--- config.mk ---
export PLATFORM = sky130hd
export DESIGN_NAME = alu_rr_arbiter
export DESIGN_NICKNAME = d
export VERILOG_FILES = /design/src/rtl/alu_rr_arbiter_pkg.sv /design/src/rtl/alu_4bit.sv /design/src/rtl/alu_rr_arbiter.sv
export SDC_FILE = /design/constraint.sdc
export NUM_CORES = 1
export LEC_CHECK = 0
export BUFFER_PORTS_ARGS = -buffer_cell sky130_fd_sc_hd__buf_2
export CAP_MARGIN = 20
export CORE_ASPECT_RATIO = 1.5
export CORE_MARGIN = 4
export CORE_UTILIZATION = 57
export DETAILED_ROUTE_END_ITERATION = 8
export GPL_ROUTABILITY_DRIVEN = 0
export PLACE_DENSITY = 0.88
export SYNTH_ARGS = -nofsm -noshare
export SYNTH_HDL_FRONTEND = slang
export SYNTH_SLANG_ARGS = --single-unit
--- constraint.sdc ---
create_clock -name clk -period 3.3 [get_ports clk]
set_input_delay 0.33 -clock clk [delete_from_list [all_inputs] [get_ports clk]]
set_output_delay 0.33 -clock clk [all_outputs]
set_load 0.01 [all_outputs]
--- src/rtl/alu_rr_arbiter_pkg.sv ---
// Shared definitions for the round-robin ALU arbiter: opcodes and FSM states.
package alu_rr_arbiter_pkg;

  // Datapath width of the shared ALU
  localparam int ALU_W = 4;

  // ALU opcodes
  localparam logic [2:0] OP_ADD = 3'b000;
  localparam logic [2:0] OP_SUB = 3'b001;
  localparam logic [2:0] OP_AND = 3'b010;
  localparam logic [2:0] OP_OR  = 3'b011;
  localparam logic [2:0] OP_XOR = 3'b100;
  localparam logic [2:0] OP_SHL = 3'b101;
  localparam logic [2:0] OP_SHR = 3'b110;
  localparam logic [2:0] OP_EQ  = 3'b111;

  // Arbiter FSM states
  typedef enum logic [1:0] {
    IDLE = 2'd0,
    EXEC = 2'd1,
    RESP = 2'd2
  } state_t;

endpackage

--- src/rtl/alu_4bit.sv ---
// Combinational 4-bit ALU shared between the two requesters.
module alu_4bit
  import alu_rr_arbiter_pkg::*;
(
  input  logic [ALU_W-1:0] a,
  input  logic [ALU_W-1:0] b,
  input  logic [2:0]       op,
  output logic [ALU_W-1:0] result,
  output logic             zero_flag
);

  // Opcode decode; add/sub wrap, shifts move by one and fill with zero
  always_comb begin
    result = '0;
    case (op)
      OP_ADD: result = a + b;
      OP_SUB: result = a - b;
      OP_AND: result = a & b;
      OP_OR:  result = a | b;
      OP_XOR: result = a ^ b;
      OP_SHL: result = {a[ALU_W-2:0], 1'b0};
      OP_SHR: result = {1'b0, a[ALU_W-1:1]};
      OP_EQ:  result = (a == b) ? 4'd1 : 4'd0;
      default: result = '0;
    endcase
    zero_flag = (result == '0);
  end

endmodule

--- src/rtl/alu_rr_arbiter.sv ---
// Round-robin arbiter sharing one alu_4bit between two valid/ready requesters,
// with a registered, ID-tagged response channel and a completion counter.
module alu_rr_arbiter
  import alu_rr_arbiter_pkg::*;
#(
  parameter int DATA_W = 4,
  parameter int CNT_W  = 8
) (
  input  logic              clk,
  input  logic              rst,
  input  logic              req0_valid,
  output logic              req0_ready,
  input  logic [DATA_W-1:0] req0_a,
  input  logic [DATA_W-1:0] req0_b,
  input  logic [2:0]        req0_op,
  input  logic              req1_valid,
  output logic              req1_ready,
  input  logic [DATA_W-1:0] req1_a,
  input  logic [DATA_W-1:0] req1_b,
  input  logic [2:0]        req1_op,
  output logic              resp_valid,
  input  logic              resp_ready,
  output logic              resp_id,
  output logic [DATA_W-1:0] resp_result,
  output logic              resp_zero,
  output logic [CNT_W-1:0]  op_count,
  output logic              busy
);

  state_t            state;
  state_t            state_nxt;
  logic              last_grant;
  logic              grant_id;
  logic              handshake;
  logic              resp_done;
  logic [DATA_W-1:0] opnd_a;
  logic [DATA_W-1:0] opnd_b;
  logic [2:0]        opnd_op;
  logic              opnd_id;
  logic [DATA_W-1:0] alu_result;
  logic              alu_zero;

  // Pick the winner: a lone requester wins, contention goes to whoever did not win last
  always_comb begin
    grant_id  = 1'b0;
    if (req0_valid && req1_valid) begin
      grant_id = ~last_grant;
    end else begin
      grant_id = req1_valid;
    end
    handshake = (state == IDLE) && (req0_valid || req1_valid) && !rst;
    resp_done = (state == RESP) && resp_valid && resp_ready;
  end

  // State register
  always_ff @(posedge clk or posedge rst) begin
    if (rst) begin
      state <= IDLE;
    end else begin
      state <= state_nxt;
    end
  end

  // Next-state logic: IDLE -> EXEC on accept, one ALU cycle, then wait for the consumer
  always_comb begin
    state_nxt = state;
    case (state)
      IDLE:    if (handshake) state_nxt = EXEC;
      EXEC:    state_nxt = RESP;
      RESP:    if (resp_done) state_nxt = IDLE;
      default: state_nxt = IDLE;
    endcase
  end

  // Output decode: ready only for the granted requester while idle
  always_comb begin
    req0_ready = handshake && !grant_id;
    req1_ready = handshake && grant_id;
    busy       = (state != IDLE);
  end

  // Capture the winning request and remember who won for the next contention
  always_ff @(posedge clk or posedge rst) begin
    if (rst) begin
      opnd_a     <= '0;
      opnd_b     <= '0;
      opnd_op    <= '0;
      opnd_id    <= 1'b0;
      last_grant <= 1'b1;
    end else if (handshake) begin
      opnd_a     <= grant_id ? req1_a  : req0_a;
      opnd_b     <= grant_id ? req1_b  : req0_b;
      opnd_op    <= grant_id ? req1_op : req0_op;
      opnd_id    <= grant_id;
      last_grant <= grant_id;
    end
  end

  alu_4bit u_alu (
    .a         (opnd_a),
    .b         (opnd_b),
    .op        (opnd_op),
    .result    (alu_result),
    .zero_flag (alu_zero)
  );

  // Register the ALU output at the end of EXEC and hold it until the consumer takes it
  always_ff @(posedge clk or posedge rst) begin
    if (rst) begin
      resp_valid  <= 1'b0;
      resp_id     <= 1'b0;
      resp_result <= '0;
      resp_zero   <= 1'b0;
    end else if (state == EXEC) begin
      resp_valid  <= 1'b1;
      resp_id     <= opnd_id;
      resp_result <= alu_result;
      resp_zero   <= alu_zero;
    end else if (resp_done) begin
      resp_valid  <= 1'b0;
    end
  end

  // Count completed responses, wrapping naturally at the counter width
  always_ff @(posedge clk or posedge rst) begin
    if (rst) begin
      op_count <= '0;
    end else if (resp_done) begin
      op_count <= op_count + CNT_W'(1);
    end
  end

endmodule
* Word level (Yosys, flattened, before mapping)
Cells that the tools add are included.
Operators by class: $add $sub $neg 3, multiply operators 0, div/mod/pow operators 0, $lt $le $gt $ge 0, equality and inequality tests 12, shift operators 0, multiplexer cells 11, bitwise gates (word level) 4, reduce and logical (&&, ||, !) cells 16
Operators by type and width (number):
- $pmux W4 S8 | 1
- $eq A3 B3 Y1 const B | 4
- $add A8 B1 Y8 const B | 1
- $mux W4 | 2
- $logic_and A1 B1 Y1 | 7
- $eq A3 B2 Y1 const B | 2
- $pmux W2 S3 | 1
- $add A4 B4 Y4 | 1
- $and A4 B4 Y4 | 1
- $eq A4 B4 Y1 | 1
- $logic_not A4 Y1 | 1
- $mux W1 | 4
- $mux W2 | 2
- $ne A2 B2 Y1 const B | 2
- $or A4 B4 Y4 | 1
- $reduce_bool A2 Y1 | 2
- $sub A4 B4 Y4 | 1
- $xor A4 B4 Y4 | 1
- $eq A3 B1 Y1 const B | 1
- $logic_not A3 Y1 | 1
- $mux W3 | 1
- $eq A2 B1 Y1 const B | 1
- $eq A2 B2 Y1 const B | 1
- $logic_not A1 Y1 | 2
- 4 further kinds | 4
Storage, ports and cells: bits in registers 30, bits in latches 0, memory bits (writable) 0, memory bits (read-only) 0, bits of input ports 27, output and inout port bits 18, word-level logic and storage cells 57, memories kept 0

* Depth between registers and ports, before layout
depth after elaboration 5, gate-level depth with buffers 9

* By module
From an unflattened synthesis, not the netlist that was laid out.
Unflattened totals: cells, all modules 188, area, all modules 1893.1 µm²
Modules (own cells, without submodules):
- alu_rr_arbiter | times used 1, cells each 115, area an instance 1340.0 µm², sequential area each 752.0 µm²
- alu_4bit | times used 1, cells each 73, area an instance 553.0 µm², sequential area each 0.0 µm²

* Worst setup path before layout
Ideal clock, no wire load.
kind flip-flop to flip-flop, from register opnd_a[1], to register resp_zero, setup time 0.131 ns, data arrival time 1.826 ns, required time 3.169 ns, setup slack 1.343 ns, cell stages (with the launch flop) 8, buffers on the path 0, period minus slack after synthesis 1.957 ns, cell sequence dfrtp_1 > inv_1 > ha_1 > or3_1 > o32ai_1 > a2111oi_2 > a32oi_1 > a21oi_1
Between the ends: longest elaborated chain between the ends 4, elaborated cells on any way between the ends 9, those cells by class add/sub: 2; eq/ne: 1; mux: 2; bitwise: 3; reduce/logical: 1
RTL lines:
- start: declaration | RTL line alu_rr_arbiter.sv:36 | logic [DATA_W-1:0] opnd_a;
- start signal: assignment | RTL line alu_rr_arbiter.sv:91 | opnd_a <= grant_id ? req1_a : req0_a;
- branches (longest 2 deep; another with $sub A4 B4 Y4)
- $pmux W4 S8 (*) | RTL line alu_4bit.sv:15 | case (op)
- $logic_not A4 Y1 (*) | RTL line alu_4bit.sv:26 | zero_flag = (result == '0);
- end signal: assignment | RTL line alu_rr_arbiter.sv:118 | resp_zero <= alu_zero;
- end: declaration | RTL line alu_rr_arbiter.sv:25 | output logic resp_zero,
Every way passes the cells marked *. A chain may end at the register's enable or synchronous reset.

* Final worst setup path
from input rst, to output req0_ready
Between the ends: longest elaborated chain between the ends 3
RTL lines:
- start: declaration | RTL line alu_rr_arbiter.sv:10 | input logic rst,
- $logic_not A1 Y1 (no source line)
- $logic_and A1 B1 Y1 | RTL line alu_rr_arbiter.sv:51 | handshake = (state == IDLE) && (req0_valid || req1_valid) && !rst;
- $logic_and A1 B1 Y1 | RTL line alu_rr_arbiter.sv:77 | req0_ready = handshake && !grant_id;
- end: declaration | RTL line alu_rr_arbiter.sv:12 | output logic req0_ready,
Every way passes these cells.

==> impl_metrics.env <==
export IMPL_status="completed"
export IMPL_grt_pass1_wl_um=7850
export IMPL_ant_nets=0
export IMPL_first_pass_iters=5
export IMPL_drt_iter0_drc=73
export IMPL_synth_ff_type="dfrtp_1"
export IMPL_synth_nets=220
export IMPL_worst_setup_path_start_kind="input pin"
export IMPL_cp_slowest_stage_delay_ns=0.79
export IMPL_path_class="in -> out"
export IMPL_ios=45
export IMPL_vias=1536
export IMPL_core_rowCount=24
export IMPL_finalHoldViolCount=0
export IMPL_cpMostUsedCell="buf_2"
export IMPL_yosys_warnings=0
export IMPL_vias_per_cell=5.89
export IMPL_synth_edf_count=0
export IMPL_netlist_area_um2=1820
export IMPL_grt_usage=0.254
export IMPL_finalCritPeriodShare=0.895
export IMPL_grt_max_degree=26
export IMPL_netlist_instances=179
export IMPL_cts_max_level=2
export IMPL_die_h_um=77.2
export IMPL_wl_per_cell_um=16.8
export IMPL_crit_chain="dlygate4sd3_1 > buf_2 > nor3_1 > o21ai_1 > a21oi_1 > buf_2"
export IMPL_rsz0062_at_grt="no"
export IMPL_cts_resized=0
export IMPL_yosysTopAreaCell="dfrtp_1"
export IMPL_grt_pass1_vias=1697
export IMPL_rr_worst_depth=5
export IMPL_crit_path_end_kind="primary output"
export IMPL_place_area_um2=2040
export IMPL_clkSinkCount=30
export IMPL_hold_end="opnd_a[0]"
export IMPL_cts_root_buffer="clkbuf_8"
export IMPL_ys_types=47
export IMPL_antenna_found_initial=0
export IMPL_nets=262
export IMPL_path_clk_slew_ns=0.06
export IMPL_yosysSeqAreaShare=0.413
export IMPL_crit_arrival_ns=2.62
export IMPL_finalMaxSlewViolations=0
export IMPL_async_reset_ff_frac=1.00
export IMPL_totalWireLength_um=4380
export IMPL_cts_tree="done"
export IMPL_diodes=0
export IMPL_r2r_start="state[0]"
export IMPL_worst_skew_pair_late_latency_ns=0.28
export IMPL_dieWidth_um=54.1
export IMPL_maxCapViolations=0
export IMPL_avgSynthCellArea_um2=10.2
export IMPL_holdPathStages=3
export IMPL_die_area_um2=4180
export IMPL_ir_worst_vdd_uv=604
export IMPL_netlist_area_leader_share=0.399
export IMPL_drive_above_1_share=0.279
export IMPL_hp_class="in -> reg"
export IMPL_max_freq_mhz=339
export IMPL_cp_max_fo=15
export IMPL_area_growth_pct=17.8
export IMPL_tightest_slew_ns=0.970
export IMPL_cts_root_to_sink_buffers=2
export IMPL_port_buffers=44
export IMPL_power_density_nw_per_um2=967
export IMPL_relSlewSlack=0.349
export IMPL_remaining_drc_errors=0
export IMPL_r2r_end="opnd_b[2]"
export IMPL_critPathSlowestCell="a21oi_1"
export IMPL_worstPathRequired_ns=2.97
export IMPL_postLayoutSetupSlackWorst_ns=0.347
export IMPL_p_leak_nw=1.12
export IMPL_ys_ff_latch=30
export IMPL_worst_r2r_setup_slack_ns=1.09
export IMPL_skew_ns=0.00151
export IMPL_post_place_ws_ns=0.931
export IMPL_synth_area_leaders="dfrtp_1 (40%), ha_1 (8.3%), a222oi_1 (6.1%)"
export IMPL_overflow=0
export IMPL_period_needed_ns=2.95
export IMPL_setup_viol=0
export IMPL_numCtsBuffers=5
export IMPL_hpwlAfterDp_um=3250
export IMPL_final_area_um2=2140
export IMPL_setup_tns_ns=0
export IMPL_start_util=0.612
export IMPL_worstHoldStart="req1_a[0]"
export IMPL_fp_coreArea_um2=2970
[kinds of logic after synthesis]
family / Yosys count / share of synthesized area
AND/OR/NAND/NOR: 44 / 0.138
AO/OA/AOI/OAI: 41 / 0.183
buffers and inverters: 37 / 0.0901
flip-flops: 30 / 0.413
adder cells (fa/ha/maj): 14 / 0.105
XOR/XNOR: 8 / 0.0385
multiplexers: 5 / 0.0323
[timing repair]
action                                 in CTS  in global routing
hold buffers                                1                  0
endpoints found under the hold margin       5                  0
setup buffers                               0                  0
[layout make-up]
type / instances / area, um2
sequential: 30 / 752
timing repair buffer: 46 / 250
tap: 39 / 48.8
fill: 224 / 830
clock inverter: 1 / 5.00
clock buffer: 7 / 86.3
multi-input combinational: 112 / 903
inverter: 26 / 97.6
[flip-flops by register name, summed over array words and instances, names as in the netlist]
name and cells:
resp_valid 1, op_count 8, opnd_a 4, resp_zero 1
last_grant 1, opnd_b 4, opnd_op 3, resp_result 4
resp_id 1, opnd_id 1, state 2
[through the flow]
stage                     power [W]  hold WS (ns)  utilization  std cells
after CTS                   0.00208         0.259        0.721        261
after global routing        0.00227         0.283        0.721        261
final                       0.00207         0.263        0.721        261
after detailed placement    0.00177         0.291        0.687        252
after global placement      0.00171         0.452        0.680        251
after floorplan             0.00148         0.420            -        179
[worst max path at each step]
stage / start / endpoint / slack (ns)
floorplan: opnd_a[1] / resp_zero / 1.34
global placement: state[0] / req0_ready / 0.98
detailed placement: state[0] / req0_ready / 0.93
CTS: rst / req0_ready / 0.39
global route: rst / req0_ready / 0.16
finish: rst / req0_ready / 0.35
[critical path: cells and delay by family]
kind / cells / cell delay, ns
simple gates: 1 / 0.19
compound gates: 2 / 1.17
buf+inv: 3 / 0.93
[where the power goes]
group | switching [W] | internal, W
Combinational | 0.000534 | 0.000502
Clock | 0.000133 | 0.000168
Sequential | 0.000213 | 0.000523
Total | 0.000880 | 0.00119
[Yosys cell counts, types with 2 or more instances]
cell type,n
xor2_1,3
or3_1,3
inv_1,26
o21ai_0,4
mux2_2,3
ha_1,12
buf_2,5
nor3b_1,3
nor2_1,5
nand2_1,12
fa_1,2
nor2b_1,2
and3b_1,2
a22o_1,2
nand4_1,3
nand2b_1,3
clkbuf_1,3
a222oi_1,11
dfrtp_1,29
xnor2_1,5
a21o_1,2
a211o_1,2
and3_1,3
buf_6,2
a21oi_1,9
nand3b_1,2
[placed cells by master, fill, tap and decap left out, types with 4 or more instances in the layout]
master and n:
a21oi_1 9, nor2_1 5, buf_2 44, ha_1 12, dfrtp_1 29, clkbuf_8 6, xnor2_1 5, a222oi_1 11
nand2_1 12, o21ai_0 4, inv_1 26
[per-layer routing]
layer  global-route usage  part of all wire  vias up
met2                0.423              0.57       58
met4                0.155             0.046        0
li1                     -                 -      722
met1                0.288              0.34      738
met3               0.0407             0.047       18
met5                    0                 0        -
No activity file was read; power rests on OpenSTA's default activity.
